--- config.mk ---
export PLATFORM = sky130hd
export DESIGN_NAME = cc_attach_ctrl
export DESIGN_NICKNAME = d
export VERILOG_FILES = /design/src/rtl/cc_ctrl_pkg.sv /design/src/rtl/cc_idle_det.sv /design/src/rtl/cc_attach_ctrl.sv
export SDC_FILE = /design/constraint.sdc
export NUM_CORES = 1
export LEC_CHECK = 0
export ABC_AREA = 1
export CAP_MARGIN = 20
export CORE_MARGIN = 3
export CORE_UTILIZATION = 55
export CTS_CLUSTER_SIZE = 10
export DETAILED_ROUTE_END_ITERATION = 12
export MAX_ROUTING_LAYER = met4
export PLACE_DENSITY_LB_ADDON = 0.3
export SLEW_MARGIN = 10
export SYNTH_ARGS = -nofsm -noshare
export SYNTH_HDL_FRONTEND = slang
export SYNTH_SLANG_ARGS = --single-unit
--- constraint.sdc ---
create_clock -name clock -period 1.5 [get_ports clock]
set_input_delay 0.3 -clock clock [delete_from_list [all_inputs] [get_ports clock]]
set_output_delay 0.3 -clock clock [all_outputs]
set_load 0.01 [all_outputs]
--- src/rtl/cc_ctrl_pkg.sv ---
// Shared types, defaults and cycle-conversion helper for the CC line attach controller.
package cc_ctrl_pkg;

    localparam int CNT_W         = 24;
    localparam int GUARD_CYC_DEF = 4;

    typedef enum logic [2:0] {
        ST_DETACHED,
        ST_DEBOUNCE,
        ST_ATTACHED,
        ST_GUARD,
        ST_TX
    } cc_state_t;

    function automatic int us_to_cyc(input int khz, input int us);
        return (khz * us) / 1000;
    endfunction

endpackage

--- src/rtl/cc_idle_det.sv ---
// Received-data synchronizer, edge detect and saturating idle counter.
// bus_idle_raw is the look-ahead "counter will be at its limit" flag for registering upstream.
module cc_idle_det
    import cc_ctrl_pkg::*;
#(
    parameter int IDLE_CYC = 25
) (
    input  logic clock,
    input  logic nrst,
    input  logic din,
    input  logic clr,
    output logic bus_idle_raw
);

    localparam logic [CNT_W-1:0] IDLE_MAX = CNT_W'(IDLE_CYC);

    logic             din_m;
    logic             din_s;
    logic             din_d;
    logic [CNT_W-1:0] cnt;
    logic [CNT_W-1:0] cnt_nxt;

    always_ff @(posedge clock) begin
        if (!nrst) begin
            din_m <= 1'b0;
            din_s <= 1'b0;
            din_d <= 1'b0;
            cnt   <= '0;
        end else begin
            din_m <= din;
            din_s <= din_m;
            din_d <= din_s;
            cnt   <= cnt_nxt;
        end
    end

    always_comb begin
        cnt_nxt = cnt;
        if (clr || (din_s ^ din_d)) begin
            cnt_nxt = '0;
        end else if (cnt != IDLE_MAX) begin
            cnt_nxt = cnt + CNT_W'(1);
        end
    end

    assign bus_idle_raw = (cnt_nxt == IDLE_MAX);

endmodule

--- src/rtl/cc_attach_ctrl.sv ---
// CC line sequencing: debounced attach/detach with orientation strobe, bus-idle detect, half-duplex TX arbitration.
// Defining CC_TX_TIMEOUT_EN adds a TX watchdog that aborts a grant held too long.
module cc_attach_ctrl
    import cc_ctrl_pkg::*;
#(
    parameter int system_khz  = 200000,
    parameter int DEBOUNCE_US = 100,
    parameter int IDLE_US     = 25,
    parameter int GUARD_CYC   = GUARD_CYC_DEF,
    parameter int TX_MAX_US   = 2000
) (
    input  logic clock,
    input  logic nrst,
    input  logic cc_lock,
    input  logic cc_din,
    output logic cc_check,
    output logic cc_io_ctrl,
    output logic attached,
    output logic detach_evt,
    output logic bus_idle,
    input  logic tx_req,
    output logic tx_gnt,
    input  logic tx_done,
    output logic tx_abort
);

    localparam int DEB_CYC   = us_to_cyc(system_khz, DEBOUNCE_US);
    localparam int IDLE_CYC  = us_to_cyc(system_khz, IDLE_US);
    localparam int TXMAX_CYC = us_to_cyc(system_khz, TX_MAX_US);

    localparam logic [CNT_W-1:0] DEB_LAST   = CNT_W'(DEB_CYC - 1);
    localparam logic [CNT_W-1:0] GUARD_LAST = CNT_W'(GUARD_CYC - 1);

    if (DEB_CYC < 1 || IDLE_CYC < 1 || GUARD_CYC < 1 || TXMAX_CYC < 1 ||
        DEB_CYC >= (1 << CNT_W) || IDLE_CYC >= (1 << CNT_W) ||
        GUARD_CYC >= (1 << CNT_W) || TXMAX_CYC >= (1 << CNT_W)) begin : g_cfg_err
        $error("cc_attach_ctrl: derived cycle counts must lie in 1 .. 2**CNT_W-1");
    end

    logic             lock_m;
    logic             lock_s;
    cc_state_t        state;
    cc_state_t        state_nxt;
    logic [CNT_W-1:0] cnt;
    logic [CNT_W-1:0] cnt_nxt;
    logic             idle_raw;
    logic             idle_clr;
    logic             tx_allow;

    logic             cc_check_d;
    logic             cc_io_ctrl_d;
    logic             attached_d;
    logic             detach_evt_d;
    logic             bus_idle_d;
    logic             tx_gnt_d;

`ifdef CC_TX_TIMEOUT_EN
    localparam logic [CNT_W-1:0] TX_LAST = CNT_W'(TXMAX_CYC - 1);
    logic             wd_abort;
    logic             tx_block;
`endif

    // The PHY's own drive disturbs the received stream, so idle timing restarts once TX ends.
    assign idle_clr = (state == ST_GUARD) || (state == ST_TX);

    cc_idle_det #(
        .IDLE_CYC     (IDLE_CYC)
    ) u_idle_det (
        .clock        (clock),
        .nrst         (nrst),
        .din          (cc_din),
        .clr          (idle_clr),
        .bus_idle_raw (idle_raw)
    );

    always_ff @(posedge clock) begin
        if (!nrst) begin
            lock_m     <= 1'b0;
            lock_s     <= 1'b0;
            state      <= ST_DETACHED;
            cnt        <= '0;
            cc_check   <= 1'b0;
            cc_io_ctrl <= 1'b0;
            attached   <= 1'b0;
            detach_evt <= 1'b0;
            bus_idle   <= 1'b0;
            tx_gnt     <= 1'b0;
        end else begin
            lock_m     <= cc_lock;
            lock_s     <= lock_m;
            state      <= state_nxt;
            cnt        <= cnt_nxt;
            cc_check   <= cc_check_d;
            cc_io_ctrl <= cc_io_ctrl_d;
            attached   <= attached_d;
            detach_evt <= detach_evt_d;
            bus_idle   <= bus_idle_d;
            tx_gnt     <= tx_gnt_d;
        end
    end

    // One counter serves debounce, lock-loss, guard and watchdog; it restarts at every state change.
    always_comb begin
        state_nxt = state;
        cnt_nxt   = '0;
`ifdef CC_TX_TIMEOUT_EN
        wd_abort  = 1'b0;
`endif
        case (state)
            ST_DETACHED: begin
                if (lock_s) state_nxt = ST_DEBOUNCE;
            end
            ST_DEBOUNCE: begin
                if (!lock_s)              state_nxt = ST_DETACHED;
                else if (cnt == DEB_LAST) state_nxt = ST_ATTACHED;
                else                      cnt_nxt   = cnt + CNT_W'(1);
            end
            ST_ATTACHED: begin
                if (!lock_s && cnt == DEB_LAST)         state_nxt = ST_DETACHED;
                else if (tx_req && bus_idle && tx_allow) state_nxt = ST_GUARD;
                else if (!lock_s)                        cnt_nxt   = cnt + CNT_W'(1);
            end
            ST_GUARD: begin
                if (!tx_req)                state_nxt = ST_ATTACHED;
                else if (cnt == GUARD_LAST) state_nxt = ST_TX;
                else                        cnt_nxt   = cnt + CNT_W'(1);
            end
            ST_TX: begin
                if (tx_done || !tx_req) state_nxt = ST_ATTACHED;
`ifdef CC_TX_TIMEOUT_EN
                else if (cnt == TX_LAST) begin
                    state_nxt = ST_ATTACHED;
                    wd_abort  = 1'b1;
                end
                else cnt_nxt = cnt + CNT_W'(1);
`endif
            end
            default: state_nxt = ST_DETACHED;
        endcase
    end

    always_comb begin
        attached_d   = (state_nxt == ST_ATTACHED) || (state_nxt == ST_GUARD) || (state_nxt == ST_TX);
        cc_check_d   = (state == ST_DEBOUNCE) && (state_nxt == ST_ATTACHED);
        detach_evt_d = (state == ST_ATTACHED) && (state_nxt == ST_DETACHED);
        cc_io_ctrl_d = (state_nxt == ST_GUARD) || (state_nxt == ST_TX);
        tx_gnt_d     = (state_nxt == ST_TX);
        bus_idle_d   = idle_raw && (state_nxt == ST_ATTACHED);
    end

`ifdef CC_TX_TIMEOUT_EN
    // After an abort the requester has to let go of tx_req before it can win the line again.
    always_ff @(posedge clock) begin
        if (!nrst) begin
            tx_abort <= 1'b0;
            tx_block <= 1'b0;
        end else begin
            tx_abort <= wd_abort;
            if (wd_abort)     tx_block <= 1'b1;
            else if (!tx_req) tx_block <= 1'b0;
        end
    end
    assign tx_allow = !tx_block;
`else
    assign tx_abort = 1'b0;
    assign tx_allow = 1'b1;
`endif

endmodule
# After elaboration in Yosys (flattened, before gate mapping)

Index checks and enable logic that the tools add are counted.

Memories kept: 0
Word-level logic and storage cells: 62
Input port bits: 6
Bits in registers: 62
Bits in read-only memories: 0
Memory bits (writable): 0
Output and inout bits: 7
Latch bits: 0

Reduce and logical (&&, ||, !) cells: 15
Div/mod/pow operators: 0
Multiplexer cells: 19
Shifts and indexed selects: 0
Bitwise operators: 1
Multiply operators: 0
Equal/unequal tests: 11
$add $sub $neg: 2
$lt $le $gt $ge: 0

Operators with widths:

| cell                                                                       | number |
|---|---|
| 24-bit 2-to-1 mux                                                          | 9 |
| 24-bit case mux with 3 select lines                                        | 1 |
| 24-bit by 1-bit adder with 24-bit output (second input constant)           | 2 |
| 24-bit by 13-bit equality test with 1-bit output (second input constant)   | 1 |
| 24-bit by 15-bit equality test with 1-bit output (second input constant)   | 1 |
| 24-bit by 2-bit equality test with 1-bit output (second input constant)    | 1 |
| 3-bit 2-to-1 mux                                                           | 8 |
| 24-bit by 13-bit inequality test with 1-bit output (second input constant) | 1 |
| 3-bit case mux with 5 select lines                                         | 1 |
| 3-bit by 2-bit equality test with 1-bit output (second input constant)     | 4 |
| 3-bit equality test (second input constant)                                | 2 |
| 3-bit zero test                                                            | 2 |
| 1-bit logical OR                                                           | 6 |
| 1-bit logical AND                                                          | 5 |
| 3-bit by 1-bit equality test with 1-bit output (second input constant)     | 1 |
| 1-bit zero test                                                            | 2 |
| 1-bit XOR                                                                  | 1 |

# Longest topological paths before layout

Word-level depth: 7
Depth in mapped cells: 13
Mapped depth without buffers: 13

# Hierarchy

Synthesis repeated with hierarchy kept, for this count alone.

Cells, all modules: 589
Area total of the unflattened synthesis: 3654.8 um2

By module, submodules not included:

| module         | seq. area each (um2) | cells an instance | area each (um2) | times used |
|---|---|---|---|---|
| cc_attach_ctrl | 700.7                | 285               | 1861.8          | 1 |
| cc_idle_det    | 540.5                | 304               | 1793.0          | 1 |

# Worst setup path before layout

No wires, ideal clock.

Path type: reg2reg
Start point: register cnt[0]
End point: register cnt[20]
Stages on the path, launching flop included: 14
Required time: 1.383 ns
Arrival time: 1.558 ns
Period minus slack after synthesis: 1.675 ns
Path buffers: 0
Setup slack: -0.175 ns
Setup time: 0.117 ns
Cells stage by stage: dfxtp_1 -> ha_1 -> nand2_2 -> nor2_4 -> nand2_2 -> nor2_4 -> nand2_2 -> inv_2 -> nand2_2 -> nor2_4 -> nand4_1 -> nor2_1 -> xor2_1 -> nor2_1

Word-level cells in the longest chain between the ends: 5
Elaborated cells between the ends (all ways): 12
Classes of those cells: add/sub: 1; eq/ne: 2; mux: 8; reduce/logical: 1

RTL lines:

| element                                  | line                                                                | text |
|---|---|---|
| start, declared                          | cc_attach_ctrl.sv:44                                                | `logic [CNT_W-1:0] cnt;` |
| start signal, assigned                   | cc_attach_ctrl.sv:92                                                | `cnt <= cnt_nxt;` |
| 24-bit by 1-bit adder with 24-bit output | cc_attach_ctrl.sv:116, cc_attach_ctrl.sv:121, cc_attach_ctrl.sv:126 |  |
| 24-bit 2-to-1 mux                        | cc_attach_ctrl.sv:121                                               | `else if (!lock_s) cnt_nxt = cnt + CNT_W'(1);` |
| 24-bit 2-to-1 mux                        | cc_attach_ctrl.sv:120                                               | `else if (tx_req && bus_idle && tx_allow) state_nxt = ST_GUARD;` |
| 24-bit 2-to-1 mux                        | cc_attach_ctrl.sv:119                                               | `if (!lock_s && cnt == DEB_LAST) state_nxt = ST_DETACHED;` |
| 24-bit case mux with 3 select lines *    | cc_attach_ctrl.sv:109                                               | `case (state)` |

Mark *: on every way between the ends. The rest lies on a longest branch, timed or not.
A chain may end at the register's enable or synchronous reset.

# Worst setup path after layout

Start point: register u_idle_det.cnt[0]
End point: register bus_idle

Word-level cells in the longest chain between the ends: 5
Elaborated cells between the ends (all ways): 6
Classes of those cells: add/sub: 1; eq/ne: 2; mux: 2; reduce/logical: 1

RTL lines:

| element                                                                                                        | line                                 | text |
|---|---|---|
| start, declared                                                                                                | cc_idle_det.sv:20                    | `logic [CNT_W-1:0] cnt;` |
| start signal, assigned                                                                                         | cc_idle_det.sv:33                    | `cnt <= cnt_nxt;` |
| 24-bit by 1-bit adder with 24-bit output or 24-bit by 13-bit inequality test with 1-bit output (tied branches) | cc_idle_det.sv:42, cc_idle_det.sv:41 |  |
| 24-bit 2-to-1 mux *                                                                                            | cc_idle_det.sv:41                    | `end else if (cnt != IDLE_MAX) begin` |
| 24-bit 2-to-1 mux *                                                                                            | cc_idle_det.sv:39                    | `if (clr \|\| (din_s ^ din_d)) begin` |
| 24-bit by 13-bit equality test with 1-bit output *                                                             | cc_idle_det.sv:46                    | `assign bus_idle_raw = (cnt_nxt == IDLE_MAX);` |
| 1-bit logical AND *                                                                                            | cc_attach_ctrl.sv:148                | `bus_idle_d = idle_raw && (state_nxt == ST_ATTACHED);` |
| end signal, assigned                                                                                           | cc_attach_ctrl.sv:97                 | `bus_idle <= bus_idle_d;` |
| end, declared                                                                                                  | cc_attach_ctrl.sv:20                 | `output logic bus_idle,` |

Marks and branches as above.

==> reports/qor.yml <==
run_status:
  status: "complete, but fails checks"
  violations: "negative setup slack"
synth:
  synth-simple-area-share_pct: 47.6
  synth-seq-cells: 62
  synth_top_family_by_area: "simple AND/OR/NAND/NOR gates"
  synth.area.top_cells: "dfxtp_1, nand2_1, nor2_1"
  syn_inst: 538
  synth-xor-area-share_pct: 2.27
  async_flop_share_pct: 0
  yosys.area.top_type: "dfxtp_1"
  yosys_most_used_dff: "dfxtp_1"
  synth_mux_area_share_pct: 0
  synth_fp_nets: 547
  synthAdderAreaFrac_pct: 1.08
  synth_compound_area_share_pct: 4.36
  netlist.area_leader.share_pct: 35.7
  netlist_area_mm2: 0.00348
  yosysWarnings: 0
  syn_avg_cell_area_um2: 6.46
  ys_types: 37
  synth-edff-count: 0
  ys_seq_area_share_pct: 35.7
placed_design:
  hpwlAfterDp_um: 7420
  port-buffer-count: 11
  place_inst: 728
  gp_congestion: 0.962
sta:
  clock_skew_ps: 20.0
  fmax_ghz: 0.461
  finalSetupViolations: 50
  tightest_slew_ps: 553
  rsz0062_at_grt: "true"
  hold_violations: 0
  period_minus_slack_ps: 2170
  finalWorstSetupSlack_ps: -667
  timing.slew.headroom_pct: 63.0
  holdWs_ps: 457
  drv_slew: 0
  min_period_over_period_pct: 144
  final.setup.tns_ps: -15510
floorplan:
  core_mm2: 0.00603
  die_width_um: 85.5
  initial_core_util_pct: 57.7
  io_pins: 13
  rows: 28
  die_h_um: 85.5
  die_area_mm2: 0.00731
global_route:
  grt_max_degree: 29
  grt_pass1_wl_um: 19000
  use_met2_pct: 58.3
  top_usage_layer: "met2"
  first_global_vias: 4157
  track_usage_pct: 33.7
  antenna_found_initial: 0
  use_met1_pct: 36.2
  grt_overflow: 0
  grt_util_met3_pct: 6.72
layout:
  final_cell_mix: "buf_4, nand2_1, nor2_1"
  stdcell_count: 769
  layout_commonest_cell: "buf_4"
  final_nets: 698
  syn_to_final_growth_pct: 58.8
  n_antenna_cell: 0
  drive_gt1_share_pct: 47.3
route:
  antenna_left: 0
  num_vias: 4989
  firstDrtPassIters: 7
  finalWirelength_um: 17500
  wl_per_cell_um: 22.7
  drc: 0
  vias_per_cell: 6.49
  initialDrtViolationCount: 795
setup_path:
  critical_path_arrival_ps: 2470
  cpPeakStageDelay_ps: 380
  crit_fanout: 4
  cp.required_ps: 1800
  crit_slowest_cell: "dfxtp_4"
  crit_chain: "buf_4 > nand3_4 > inv_4 > buf_4 > nand3_1 > nand3_1 > nor2_2 > nand3_2 > nor2_1 > nand4_1 > nor3_2"
  cp-start-kind: "flip-flop"
  critPathCaptureType: "flip-flop"
  crit_buf_inv: 3
  critPathTopFamily: "simple AND/OR/NAND/NOR gates"
  crit_type: "reg2reg"
clock_network:
  cts_tree: "built"
  clkTransAtPathRegs_ps: 100
  cts_inserted_buffers: 9
  insertion_delay_ps: 390
  cts.sinks: 62
  cts_buffer_depth: 2
  htree_levels: 3
  ctsRootBufferMaster: "clkbuf_8"
power_and_ir_drop:
  ir_drop_uv: 780
  total_power_w: 0.00353
  power_density_mw_per_mm2: 639
  leakage_nw: 2.49
worst_hold_path:
  hold_path_class: "reg2reg"
job:
  cap_violations: 0
[report_power, final]
| group | switching, W | leakage, nW | internal [W] |
|---|---|---|---|
| clock | 0.000839 | 0.0956 | 0.000770 |
| sequential | 0.0000216 | 0.517 | 0.00165 |
| combinational | 0.000142 | 1.88 | 0.000109 |
[area by class of cell]
class / instances / area [µm²]
clock buffer: 9 / 124
clock inverter: 7 / 72.6
fill: 218 / 505
inverter: 70 / 278
multi-input combinational: 396 / 2430
sequential: 62 / 1300
tap: 75 / 93.8
timing repair buffer: 150 / 1230
[flip-flops by register name, indices dropped and copies added, names as in the netlist]
register / flops
u_idle_det.din_s: 1
lock_s: 1
lock_m: 1
attached: 1
cc_io_ctrl: 1
u_idle_det.cnt: 24
detach_evt: 1
cc_check: 1
cnt: 24
u_idle_det.din_d: 1
tx_gnt: 1
state: 3
u_idle_det.din_m: 1
bus_idle: 1
[layer usage]
layer  routed length (µm)  part of all wire, %  vias to the layer above
li1                     -                    -                     1999
met5                    0                    0                        -
met2                 7840                   45                      502
met4                 2120                   12                        0
met3                 2130                   12                      253
met1                 5370                   31                     2235
[cells in the mapped netlist (6+ instances only)]
cell and n:
a21oi_1 6, dfxtp_1 62, inv_1 60, inv_2 10
nand2_1 121, nand2_2 8, nand3_1 42, nand4_1 17
nor2_1 117, nor2_2 10, nor2_4 8, nor3_1 14
nor3_2 6, o21ai_0 6, xor2_1 9
[through the flow]
| step | cell area [µm²] | worst slack [ps] | util (%) |
|---|---|---|---|
| finish | 5520 | -667 | 91.6 |
| global route | 5520 | -827 | 91.6 |
| CTS | 4960 | -284 | 82.4 |
| detailed placement | 4560 | -356 | 75.6 |
| global placement | 4560 | -201 | 75.6 |
| floorplan | 3530 | -133 | - |
[repair_timing]
action	4_1_cts	5_1_grt
hold buffers	0	0
setup buffers	10	14
cloned	1	0
resized for setup	47	140
pin swaps	27	50
endpoints found under the setup margin	42	51
[worst paths after layout]
check                                                  start                           to  slack, ps  depth (start not counted)
worst max-delay path            u_idle_det.cnt[0]$_SDFF_PN0_          bus_idle$_SDFF_PN0_       -670                         11
worst min register to register   u_idle_det.din_m$_SDFF_PN0_  u_idle_det.din_s$_SDFF_PN0_        460                          2
worst min-delay path             u_idle_det.din_m$_SDFF_PN0_  u_idle_det.din_s$_SDFF_PN0_        460                          2
worst max register to register  u_idle_det.cnt[0]$_SDFF_PN0_          bus_idle$_SDFF_PN0_       -670                         11
[cells by family after synthesis]
kind of cell / after synthesis
flip-flops: 62
buffers and inverters: 80
AO/OA/AOI/OAI: 26
adder cells (fa/ha/maj): 3
XOR/XNOR: 9
AND/OR/NAND/NOR: 357
other: 1
[worst min-delay path: stages (launching register included)]
cell     delay, ps
dfxtp_1        320
nand2_1         70
inv_1           40
Power figures use the tool's default switching activity.
